==> src/rtl/prbs31_pkg.sv <==
// Shared PRBS31 (x^31 + x^28 + 1) definitions: tap positions, checker states
// and the saturating increment used by every counter in the checker.
package prbs31_pkg;

  localparam int TAP_A = 27;
  localparam int TAP_B = 30;
  localparam int LEN   = 31;

  typedef enum logic [1:0] {
    SEED   = 2'd0,
    VERIFY = 2'd1,
    LOCKED = 2'd2
  } state_e;

  function automatic logic [31:0] sat_inc(input logic [31:0] v, input logic [31:0] max);
    return (v >= max) ? max : v + 32'd1;
  endfunction

endpackage

==> src/rtl/prbs31_loss_monitor.sv <==
// Per-window error tally for the locked checker; lose_lock_o is combinational
// on the sample that reaches the threshold, stalls when bit_vld_i is low.
module prbs31_loss_monitor
  import prbs31_pkg::*;
#(
  parameter int unsigned WINDOW      = 1024,
  parameter int unsigned LOSS_THRESH = 8
) (
  input  logic clk,
  input  logic rst_n,
  input  logic bit_vld_i,
  input  logic bit_err_i,
  output logic lose_lock_o
);

  localparam int WW = (WINDOW > 1) ? $clog2(WINDOW) : 1;
  localparam int EW = $clog2(LOSS_THRESH + 1);

  logic [WW-1:0] win_bit_q, win_bit_d;
  logic [EW-1:0] win_err_q, win_err_d;
  logic [EW-1:0] err_next;
  logic          last_bit;

  always_comb begin
    err_next    = bit_err_i ? EW'(sat_inc(32'(win_err_q), LOSS_THRESH)) : win_err_q;
    last_bit    = (32'(win_bit_q) == WINDOW - 1);
    // The closing bit's own error is judged against the closing window.
    lose_lock_o = bit_vld_i && (32'(err_next) >= LOSS_THRESH);
    win_bit_d   = win_bit_q;
    win_err_d   = win_err_q;
    if (bit_vld_i) begin
      if (lose_lock_o || last_bit) begin
        win_bit_d = '0;
        win_err_d = '0;
      end else begin
        win_bit_d = WW'(32'(win_bit_q) + 32'd1);
        win_err_d = err_next;
      end
    end
  end

  always_ff @(posedge clk or negedge rst_n) begin
    if (!rst_n) begin
      win_bit_q <= '0;
      win_err_q <= '0;
    end else begin
      win_bit_q <= win_bit_d;
      win_err_q <= win_err_d;
    end
  end

endmodule

==> config.mk <==
export PLATFORM = sky130hd
export DESIGN_NAME = prbs31_loss_monitor
export DESIGN_NICKNAME = d
export VERILOG_FILES = /design/src/rtl/prbs31_pkg.sv /design/src/rtl/prbs31_loss_monitor.sv
export SDC_FILE = /design/constraint.sdc
export NUM_CORES = 1
export LEC_CHECK = 0
export CORE_MARGIN = 8
export CORE_UTILIZATION = 55
export DETAILED_ROUTE_END_ITERATION = 7
export PLACE_DENSITY = 0.75
export SLEW_MARGIN = 20
export SYNTH_ARGS = -nofsm -noshare
export SYNTH_HDL_FRONTEND = slang
export SYNTH_SLANG_ARGS = --single-unit
==> constraint.sdc <==
create_clock -name clk -period 1.9 [get_ports clk]
set_input_delay 0.57 -clock clk [delete_from_list [all_inputs] [get_ports clk]]
set_output_delay 0.57 -clock clk [all_outputs]
set_load 0.02 [all_outputs]
# After elaboration in Yosys (flattened, before gate mapping)
# Cells that the tools add are included.
# classes
shifts	0
magnitude_cmp	2
n_mux	4
n_bitwise	0
addsub	2
n_reduce_logical	2
multipliers	0
eq_ne	1
div_mod_pow	0
# ops
cell	n
$mux 4	3
$add 10x1->10 const B	1
$eq 10x10->1 const B	1
$mux 10	1
$ge 4x4->1 const B	2
$add 4x1->4 const B	1
$logic_and 1x1->1	1
$logic_or 1x1->1	1
# word_totals
romBits	0
latchBits	0
inputBits	4
regBits	14
mem_bits_rw	0
mem_count	0
wordCells	13
output_inout_bits	1

# Logic depth before layout (Yosys ltp)
# Gate-level depths: netlist of run 1.
# logic_depth
depth_word	7
mapped_depth	6
depth_no_buf	5

# Worst setup path after synthesis of run 1
# OpenSTA, ideal clock, no wires.
# synth_timing
path_kind	input port to output port
startpoint	input bit_err_i
endpoint	output lose_lock_o
required_time_ps	1330
stages	2
slack_ps	216
arrival_time_ps	1114
cell_sequence	a41oi_1 nor2_1
# synth_between
elab_chain_cells	3
# synth_lines
item	line_no	rtl
from (decl)	prbs31_loss_monitor.sv:12	input logic bit_err_i,
$mux 4	prbs31_loss_monitor.sv:25	err_next = bit_err_i ? EW'(sat_inc(32'(win_err_q), LOSS_THRESH)) : win_err_q;
$ge 4x4->1	prbs31_loss_monitor.sv:28	lose_lock_o = bit_vld_i && (32'(err_next) >= LOSS_THRESH);
$logic_and 1x1->1	prbs31_loss_monitor.sv:28	
to (decl)	prbs31_loss_monitor.sv:13	output logic lose_lock_o
# Every way passes these cells.

# Worst setup path in the final report of run 1
# Same ends and word-level chain as after synthesis.

==> metrics.csv, run 1 <==
metric,value,unit
status,"complete, no violations",
crit_path_cell_trace,dlygate4sd2_1 > a41oi_2 > nor2_4 > buf_6,
rows,13,
gp_congestion,0.7494,
crit_required,1.33,ns
clock-root-buffer,clkbuf_4,
power,945.5,uW
setup-violations-final,0,
tritoncts,built,
p_sw,315.3,uW
maxSlewViolCount,0,
r2r_start,win_bit_q[0],
routed.top_layer,met4,
start_util,58.03,%
cts_buffer_depth,2,
dp_hpwl,1178,um
ir_drop,0.0006354,V
powerDensity,990.4,nW/um^2
cap_viol_max_count,0,
reg2reg_to,win_err_q[0],
cp.depth,4,
synth.distinct_cells,30,
fillers,107,
clock_latency,0.28,ns
ys.warnings.count,0,
synth_area,745.7,sq um
cpPeakStageDelay,0.26,ns
syn_to_final_growth,28.02,%
antenna_left,0,
grt-ovfl-total,0,
final_nets,102,
drcViolationCount,0,
synth-seq-cells,14,
io-pin-count,5,
track_usage,13.89,%
critPathTopFamily,buffers and inverters,
finalSetupTns,0,ns
crit_fanout,2,
reg2reg_depth,5,
pwr-share-clk,22.6,%
grt_max_degree,15,
comb_power_share,28.3,%
grt_pass1_wl,2794,um
coreArea,1285,sq um
chipHeight,52.82,um
avgViaCountPerCell,5.541,
ys_seq_area_share,46.98,%
p_leak,0.4401,nW
drive_gt1_share,30.85,%
clk_pin_slew_worst_paths,0.08,ns
p_int,630.3,uW
cp-end-kind,output pin,
num_vias,604,
skew,0.002458,ns
syn_inst,73,
die-area,2790,sq um
r2r_slack,0.22,ns
syn_nets,80,
dr.first_iter.drc_count,8,
grt_pass1_vias,643,
dr_wl_met2,755,um
rsz0062_at_grt,no,
met1_length,738,um
critPathCapture,lose_lock_o,
timing.final.hold_violations,0,
relSlewSlack,72.44,%
holdCritPathClass,reg -> reg,
critPathLaunch,bit_err_i,
timing.fmax,546.1,MHz
critPathArrivalTime,1.26,ns
crit_path_start_kind,primary input,
antennaDiodeCount,0,
slowest_stage,dlygate4sd2_1,
routedWlPerCell,14.68,um
h-tree-depth,1,
antenna_found_initial,0,
power_frac_seq,49.1,%
firstDrtPassIters,6,
port_buffers,4,
avgSynthCellArea,10.22,sq um
die-width,52.82,um
period_share,96.38,%
fin_crit,1.831,ns
crit_buf_inv,2,
clock_sinks,14,
met3WireLength,85,um
worst_slew_pin_slew,0.4135,ns
wl,1600,um
numCtsBuffers,3,
holdBufCountCts,0,
swShare,33.34,%
crit_type,in -> out,
==> per-stage QoR <==
stage                     instances  utilization, %  instance area [sq um]  hold slack, ns  setup slack (ns)
after floorplan                  73               -                  745.7          0.2744            0.2157
after global placement          104           69.82                  897.1          0.5009           -0.6305
final                           109           74.29                  954.7          0.5553           0.06875
after CTS                       109           74.29                  954.7          0.5541           0.02671
after detailed placement        104           69.82                  897.1          0.5145           -0.6600
after global routing            109           74.29                  954.7          0.5838           0.03209
==> power groups by stage <==
| stage | Clock [mW] | Sequential (mW) | Combinational, mW |
|---|---|---|---|
| 2_1_floorplan | 0 | 0.446 | 0.162 |
| 3_3_place_gp | 0 | 0.452 | 0.246 |
| 3_5_place_dp | 0 | 0.457 | 0.265 |
| 4_1_cts | 0.221 | 0.459 | 0.271 |
| 5_1_grt | 0.239 | 0.475 | 0.309 |
| 6_report | 0.214 | 0.464 | 0.268 |
==> Yosys cell counts <==
cell / n / area, sq um
xnor2_1: 3 / 26.28
buf_4: 1 / 7.510
a41oi_1: 1 / 8.760
and2_0: 1 / 6.260
o2bb2ai_1: 2 / 17.52
ha_1: 3 / 37.54
nand4b_1: 1 / 8.760
o21ai_0: 1 / 5.000
o32ai_2: 1 / 16.27
o21a_1: 1 / 7.510
nand3_1: 2 / 10.01
xor2_1: 3 / 26.28
nor2_1: 10 / 37.54
and3_1: 1 / 6.260
nand4_1: 2 / 12.51
nand2_1: 5 / 18.77
dfrtp_1: 14 / 350.3
nor4_1: 1 / 6.260
nor2b_1: 1 / 6.260
o22ai_1: 1 / 6.260
buf_2: 1 / 5.000
nand4_4: 1 / 21.27
or3_2: 1 / 7.510
nand2b_1: 1 / 6.260
a22o_2: 1 / 10.01
mux2_2: 2 / 22.52
a21oi_1: 3 / 15.01
inv_1: 5 / 18.77
nor3_1: 2 / 10.01
o31ai_1: 1 / 7.510
==> cells in the final DEF, fill, tap and decap left out <==
cell type,synthesis,layout
a21oi_1,3,3
a22o_2,1,1
a41oi_2,0,1
and2_0,1,1
and3_1,1,1
buf_4,1,15
buf_6,0,1
clkbuf_4,0,3
clkbuf_8,0,1
clkdlybuf4s50_1,0,1
dfrtp_1,14,14
dlygate4sd2_1,0,2
ha_1,3,3
inv_1,5,4
inv_2,0,1
mux2_2,2,2
nand2_1,5,5
nand2b_1,1,1
nand3_1,2,2
nand4_1,2,2
nand4_4,1,1
nand4b_1,1,1
nor2_1,10,9
nor2_4,0,1
nor2b_1,1,1
nor3_1,2,2
nor4_1,1,1
o21a_1,1,1
o21ai_0,1,1
o22ai_1,1,1
o2bb2ai_1,2,2
o31ai_1,1,1
o32ai_2,1,1
or3_2,1,1
xnor2_1,3,3
xor2_1,3,3
==> area by class of cell <==
type	count	area (sq um)	share of cell area (%)
tap	15	18.77	1.966
sequential	14	350.3	36.70
clock buffer	4	36.28	3.801
timing repair buffer	19	151.4	15.86
multi-input combinational	52	379.1	39.71
inverter	5	18.77	1.966
==> repair_timing <==
item                                    4_1_cts  5_1_grt
pin swaps                                     1        1
resized for setup                            12        0
endpoints found under the setup margin        1        1
setup buffers                                 1        0
==> per-layer routing <==
layer | up-vias | GRT usage, %
met5 | - | 0
met4 | 0 | 5.172
met3 | 5 | 6.250
met2 | 14 | 21.48
met1 | 288 | 16.34
li1 | 297 | -
==> cell families (layout without fill, tap and decap cells) <==
| family | after synthesis | count (layout) | synth area share [%] |
|---|---|---|---|
| XOR/XNOR | 6 | 6 | 7.048 |
| buffers and inverters | 7 | 28 | 4.195 |
| AND/OR/NAND/NOR | 29 | 29 | 21.14 |
| flip-flops | 14 | 14 | 46.98 |
| adder cells (fa/ha/maj) | 3 | 3 | 5.034 |
| AO/OA/AOI/OAI | 12 | 12 | 12.59 |
| multiplexers | 2 | 2 | 3.020 |
==> state kept, by name, summed over array words and instances (netlist names) <==
signal	count
win_bit_q	10
win_err_q	4
==> worst reg2reg max path, cell delays in order (launching register included) <==
cell and delay, ns:
dfrtp_1 0.42, ha_1 0.24, nand3_1 0.13, o32ai_2 0.39, nor4_1 0.12, mux2_2 0.27
==> worst min-delay path by stage <==
stage                       startpoint            to  slack, ns  cells past startpoint
after floorplan                  rst_n  win_bit_q[0]       0.27                      0
after global placement    win_bit_q[1]  win_bit_q[1]       0.50                      1
after detailed placement  win_bit_q[1]  win_bit_q[1]       0.51                      1
after CTS                 win_bit_q[1]  win_bit_q[1]       0.55                      1
after global routing      win_bit_q[1]  win_bit_q[1]       0.58                      1
final                     win_bit_q[1]  win_bit_q[1]       0.56                      1
No activity file was read; power rests on OpenSTA's default activity.
==> run 2, diff against run 1 <==
--- a/config.mk
+++ b/config.mk
@@ -5,11 +5,11 @@
 export SDC_FILE = /design/constraint.sdc
 export NUM_CORES = 1
 export LEC_CHECK = 0
-export CORE_MARGIN = 8
-export CORE_UTILIZATION = 55
+export CORE_MARGIN = 2
+export CORE_UTILIZATION = 49
 export DETAILED_ROUTE_END_ITERATION = 7
-export PLACE_DENSITY = 0.75
-export SLEW_MARGIN = 20
+export PLACE_DENSITY = 0.71
+export SLEW_MARGIN = 40
 export SYNTH_ARGS = -nofsm -noshare
 export SYNTH_HDL_FRONTEND = slang
 export SYNTH_SLANG_ARGS = --single-unit
==> constraint.sdc (replaced) <==
create_clock -name clk -period 1.6 [get_ports clk]
set_input_delay 0.48 -clock clk [delete_from_list [all_inputs] [get_ports clk]]
set_output_delay 0.48 -clock clk [all_outputs]
set_load 0.02 [all_outputs]
==> run 2 against run 1 <==
Against the previous run: the run now ends with setup timing left; global-route usage is 5.5 points higher; flip-flop and latch count stayed put; power is 30% higher; worst setup slack worse by 0.075 ns; clock power is 15% higher; register-to-register slack worse by 0.16 ns; worst hold slack worse by 0.046 ns; sequential share of layout area is 2.7 points lower; clock skew is 0.0039 ns higher; count of clock-buffer cells in the layout stayed put; critical path type is now reg -> out; largest cell class unchanged; largest power group unchanged.
==> metrics.csv, run 2 (synthesis results as in run 1) <==
metric,value,unit
setup_ws,-0.006431,ns
p_leak,0.4695,nW
register_area,350.3,sq um
grt_pass1_wl,2684,um
ir_drop,0.0009440,V
clock_latency,0.27,ns
critPathArrivalTime,1.13,ns
period_share,100.4,%
r2r_slack,0.06,ns
die-width,43.01,um
cts_buffer_depth,2,
antennaDiodeCount,0,
io-pin-count,5,
num_vias,623,
place_ws,-0.7771,ns
grt-ovfl-total,0,
coreArea,1471,sq um
antenna_found_initial,0,
cpPeakStageDelay,0.41,ns
multiInputGateArea,407.9,sq um
dpl_cell_area,920.9,sq um
tritoncts,built,
finalSetupTns,-0.006431,ns
syn_to_final_growth,38.09,%
start_util,50.68,%
die-area,1850,sq um
gp_congestion,0.7476,
clock_sinks,14,
clock-root-buffer,clkbuf_4,
reg2reg_depth,5,
reg_top3,"win_bit_q: 10 flops, win_err_q: 4 flops",
antenna_left,0,
holdBufCountCts,0,
instances_no_fill,116,
skew,0.006328,ns
grt_pass1_vias,631,
crit_required,1.12,ns
rows,14,
busiest_layer,met2,
crit_path_cell_trace,a41oi_2 > nor2_4 > buf_6,
use_met2,32.12,%
crit_buf_inv,1,
track_usage,19.40,%
violations,setup timing,
fin_util,69.98,%
dp_hpwl,1122,um
top_register,win_bit_q,
fin_crit,1.606,ns
reg2reg_to,win_err_q[0],
final_nets,108,
timing.final.hold_violations,0,
gr-usage-met3,2.553,%
cp-end-kind,output pin,
holdCritPathClass,in -> async,
grtUsageMet1,24.39,%
worst_slew_pin_slew,0.3325,ns
drive_gt1_share,38.00,%
wl,1649,um
firstDrtPassIters,4,
setup-violations-final,1,
rsz0062_at_grt,yes,
crit_type,reg -> out,
clk_pin_slew_worst_paths,0.09,ns
port_buffers,4,
critPathTopFamily,flip-flops,
power,1.233,mW
timing.hold.ws,0.5094,ns
slowest_stage,dfrtp_1,
maxSlewViolCount,0,
postLayoutCellArea,1030,sq um
dp_cells,108,
relSlewSlack,77.63,%
chipHeight,43.01,um
final_common_cell,buf_4,
r2r_start,win_bit_q[0],
crit_path_start_kind,flop,
timing.fmax,622.5,MHz
drcViolationCount,0,
dr.first_iter.drc_count,4,
final_cell_mix,"20 x buf_4, 14 x dfrtp_1, 9 x nor2_1",
grt_max_degree,15,
cap_viol_max_count,0,
fillers,108,
avgViaCountPerCell,5.371,
status,"finished, violations left",
crit_fanout,2,
routedWlPerCell,14.22,um
numCtsBuffers,3,
largest_reg_flops,10,
powerDensity,1197,nW/um^2
h-tree-depth,1,
## run 2: cell types whose count changed in the layout (fill, tap and decap cells not counted)
cell / previous run / this run
buf_4: 15 / 20
ha_1: 3 / 2
nand3_2: 0 / 1
o32ai_2: 1 / 0
ha_4: 0 / 1
dlygate4sd2_1: 2 / 1
clkbuf_2: 0 / 1
o32ai_4: 0 / 1
buf_6: 1 / 2
nand3_1: 2 / 1
## run 2: metal layers
layer  vias up  routed length (um)  part of all wire [%]
met3         4                  33                   2.0
met4         0                  25                   1.5
li1        308                   -                     -
met1       303                 728                    44
met5         -                   0                     0
met2         8                 862                    52
## run 2: cell type report
| cell class | count | share of cell area [%] |
|---|---|---|
| Multi-Input combinational cell | 52 | 39.61 |
| Sequential cell | 14 | 34.02 |
| Clock buffer | 4 | 3.524 |
| Inverter | 5 | 1.823 |
| Timing Repair Buffer | 25 | 19.08 |
| Tap cell | 16 | 1.944 |
## run 2: worst max-delay path by stage
stage,startpoint,to,slack [ns],depth (start not counted)
after CTS,win_err_q[0],lose_lock_o,-0.03,3
after detailed placement,bit_err_i,lose_lock_o,-0.78,4
final,win_err_q[3],lose_lock_o,-0.006,3
after global routing,win_err_q[1],lose_lock_o,-0.09,3
after global placement,bit_err_i,lose_lock_o,-0.77,4
after floorplan,bit_err_i,lose_lock_o,0.1,2
## run 2: what timing repair did
action | in CTS | in global routing
gates resized for setup | 13 | 6
setup endpoints to repair | 11 | 10
pin swaps | 2 | 4
buffers inserted | 2 | 2
## run 2: power breakdown
group | switching, mW | total [mW] | internal (mW)
clock | 0.109 | 0.247 | 0.138
sequential | 0.0947 | 0.534 | 0.439
combinational | 0.191 | 0.452 | 0.261
total | 0.394 | 1.23 | 0.838
==> run 3, diff against run 2 <==
--- a/config.mk
+++ b/config.mk
@@ -5,10 +5,13 @@
 export SDC_FILE = /design/constraint.sdc
 export NUM_CORES = 1
 export LEC_CHECK = 0
+export ABC_CLOCK_PERIOD_IN_PS = 1600
 export CORE_MARGIN = 2
 export CORE_UTILIZATION = 49
+export CTS_CLUSTER_SIZE = 12
 export DETAILED_ROUTE_END_ITERATION = 7
 export PLACE_DENSITY = 0.71
+export SETUP_SLACK_MARGIN = 0.3
 export SLEW_MARGIN = 40
 export SYNTH_ARGS = -nofsm -noshare
 export SYNTH_HDL_FRONTEND = slang
==> run 3 against run 2 <==
Against the previous run: the run still ends with setup timing left; wire length is 25% higher; sequential power is 2% higher; cell count is 1.7% higher; utilization is 13 points higher; clock skew is 0.00075 ns higher; critical path depth stayed put; cell area is 18% higher; register-to-register slack worse by 0.11 ns; sequential share of layout area is 5.1 points lower; count of clock-buffer cells in the layout stayed put.
==> metrics.csv, run 3 (synthesis results as in run 1) <==
metric,value,unit
status,"finished, violations left",
violations,setup timing,
antenna_left,0,
reg2reg_depth,6,
r2r_slack,-0.05,ns
critPathLaunch,win_err_q[1],
rsz0062_at_grt,yes,
use_met2,37.27,%
fin_crit,1.673,ns
p_int,937.8,uW
worst_slew_pin_slew,0.3241,ns
antennaDiodeCount,0,
powerDensity,1190,nW/um^2
antenna_found_initial,0,
final_common_cell,buf_4,
dr.first_iter.drc_count,14,
cts_buffer_depth,2,
top_register,win_bit_q,
comb_power_share,43.6,%
port_buffers,4,
dp_cells,106,
crit_type,reg -> out,
reg2reg_to,win_err_q[0],
power,1.445,mW
syn_to_final_growth,62.92,%
skew,0.007074,ns
maxSlewViolCount,0,
grtUsageMet1,27.79,%
drcViolationCount,0,
p_leak,0.5030,nW
wl,2067,um
clock_sinks,14,
rows,14,
cap_viol_max_count,0,
period_share,104.5,%
tritoncts,built,
critPathArrivalTime,1.19,ns
clock_latency,0.30,ns
coreArea,1471,sq um
reg_top3,"win_bit_q: 10 flops, win_err_q: 4 flops",
setup_ws,-0.07255,ns
p_sw,507.5,uW
timing.final.hold_violations,0,
timing.fmax,597.9,MHz
gp_congestion,0.7528,
holdCritPathClass,in -> async,
timing.hold.ws,0.4870,ns
crit_fanout,2,
setup-violations-final,3,
clk_pin_slew_worst_paths,0.10,ns
final_cell_mix,"16 x buf_4, 13 x dfrtp_1, 7 x nor2_4, 7 x buf_6",
largest_reg_flops,10,
numCtsBuffers,3,
instances_no_fill,118,
holdBufCountCts,0,
dp_hpwl,1073,um
chipHeight,43.01,um
io-pin-count,5,
ir_drop,0.0009560,V
fillers,79,
final_nets,110,
num_vias,669,
gr-usage-met3,2.553,%
crit_path_start_kind,flop,
die-area,1850,sq um
pwr-share-clk,18.7,%
track_usage,22.09,%
grt_pass1_vias,639,
die-width,43.01,um
start_util,50.68,%
avgViaCountPerCell,5.669,
power_frac_seq,37.7,%
r2r_start,win_err_q[1],
routedWlPerCell,17.52,um
cp-end-kind,output pin,
grt_max_degree,15,
grt-ovfl-total,0,
h-tree-depth,1,
grt_pass1_wl,2904,um
firstDrtPassIters,4,
clock-root-buffer,clkbuf_4,
crit_required,1.12,ns
swShare,35.11,%
relSlewSlack,78.21,%
drive_gt1_share,55.88,%
critPathCapture,lose_lock_o,
busiest_layer,met2,
## run 3: cell types whose count changed in the layout (fill, tap and decap cells not counted), sizes merged
cell | previous run | this run
buf | 22 | 24
## run 3: per-layer routing
layer,vias to the layer above,wire length (um)
met5,-,0
met3,4,57
li1,316,-
met4,0,43
met1,334,903
met2,15,1063
## run 3: how the worst min path moves through the flow
stage            startpoint            to  slack, ns  depth (start not counted)
2_1_floorplan         rst_n  win_bit_q[0]       0.18                          0
3_3_place_gp   win_bit_q[1]  win_bit_q[1]       0.51                          1
3_5_place_dp   win_bit_q[1]  win_bit_q[1]       0.52                          1
4_1_cts               rst_n  win_bit_q[7]       0.50                          2
5_1_grt               rst_n  win_bit_q[7]       0.52                          2
6_report              rst_n  win_bit_q[7]       0.49                          2
## run 3: power by group through the flow
stage | Sequential, mW | Clock, mW | Combinational [mW]
final | 0.545 | 0.270 | 0.630
after detailed placement | 0.533 | 0 | 0.379
after CTS | 0.526 | 0.267 | 0.493
after global routing | 0.554 | 0.277 | 0.688
after floorplan | 0.536 | 0 | 0.214
after global placement | 0.529 | 0 | 0.358
## run 3: per-stage QoR
step           setup slack (ns)  utilization (%)  area, sq um  setup TNS, ns
6_report               -0.07255            82.57         1215        -0.1512
5_1_grt                -0.08856            82.57         1215        -0.1954
4_1_cts                -0.06130            73.72         1085       -0.06130
3_5_place_dp            -0.7575            64.97        955.9         -4.726
3_3_place_gp            -0.7488            64.97        955.9         -4.617
2_1_floorplan            0.1627                -        803.3              0
## run 3: worst max-delay path, stage by stage, from the launching register on
cell     delay (ns)
dfrtp_1        0.41
a41oi_2        0.30
nor2_4         0.06
buf_6          0.13
## run 3: layout make-up
class	instances	area, sq um	share of cell area, %
inverter	5	18.77	1.545
tap	16	20.02	1.648
timing repair buffer	27	242.7	19.98
sequential	14	351.6	28.94
clock buffer	4	36.28	2.987
multi-input combinational	52	545.5	44.90
## run 3: what timing repair did
item	in CTS	in global routing
setup buffers	4	4
gates resized for setup	27	21
endpoints found under the setup margin	14	14
pin swaps	8	7
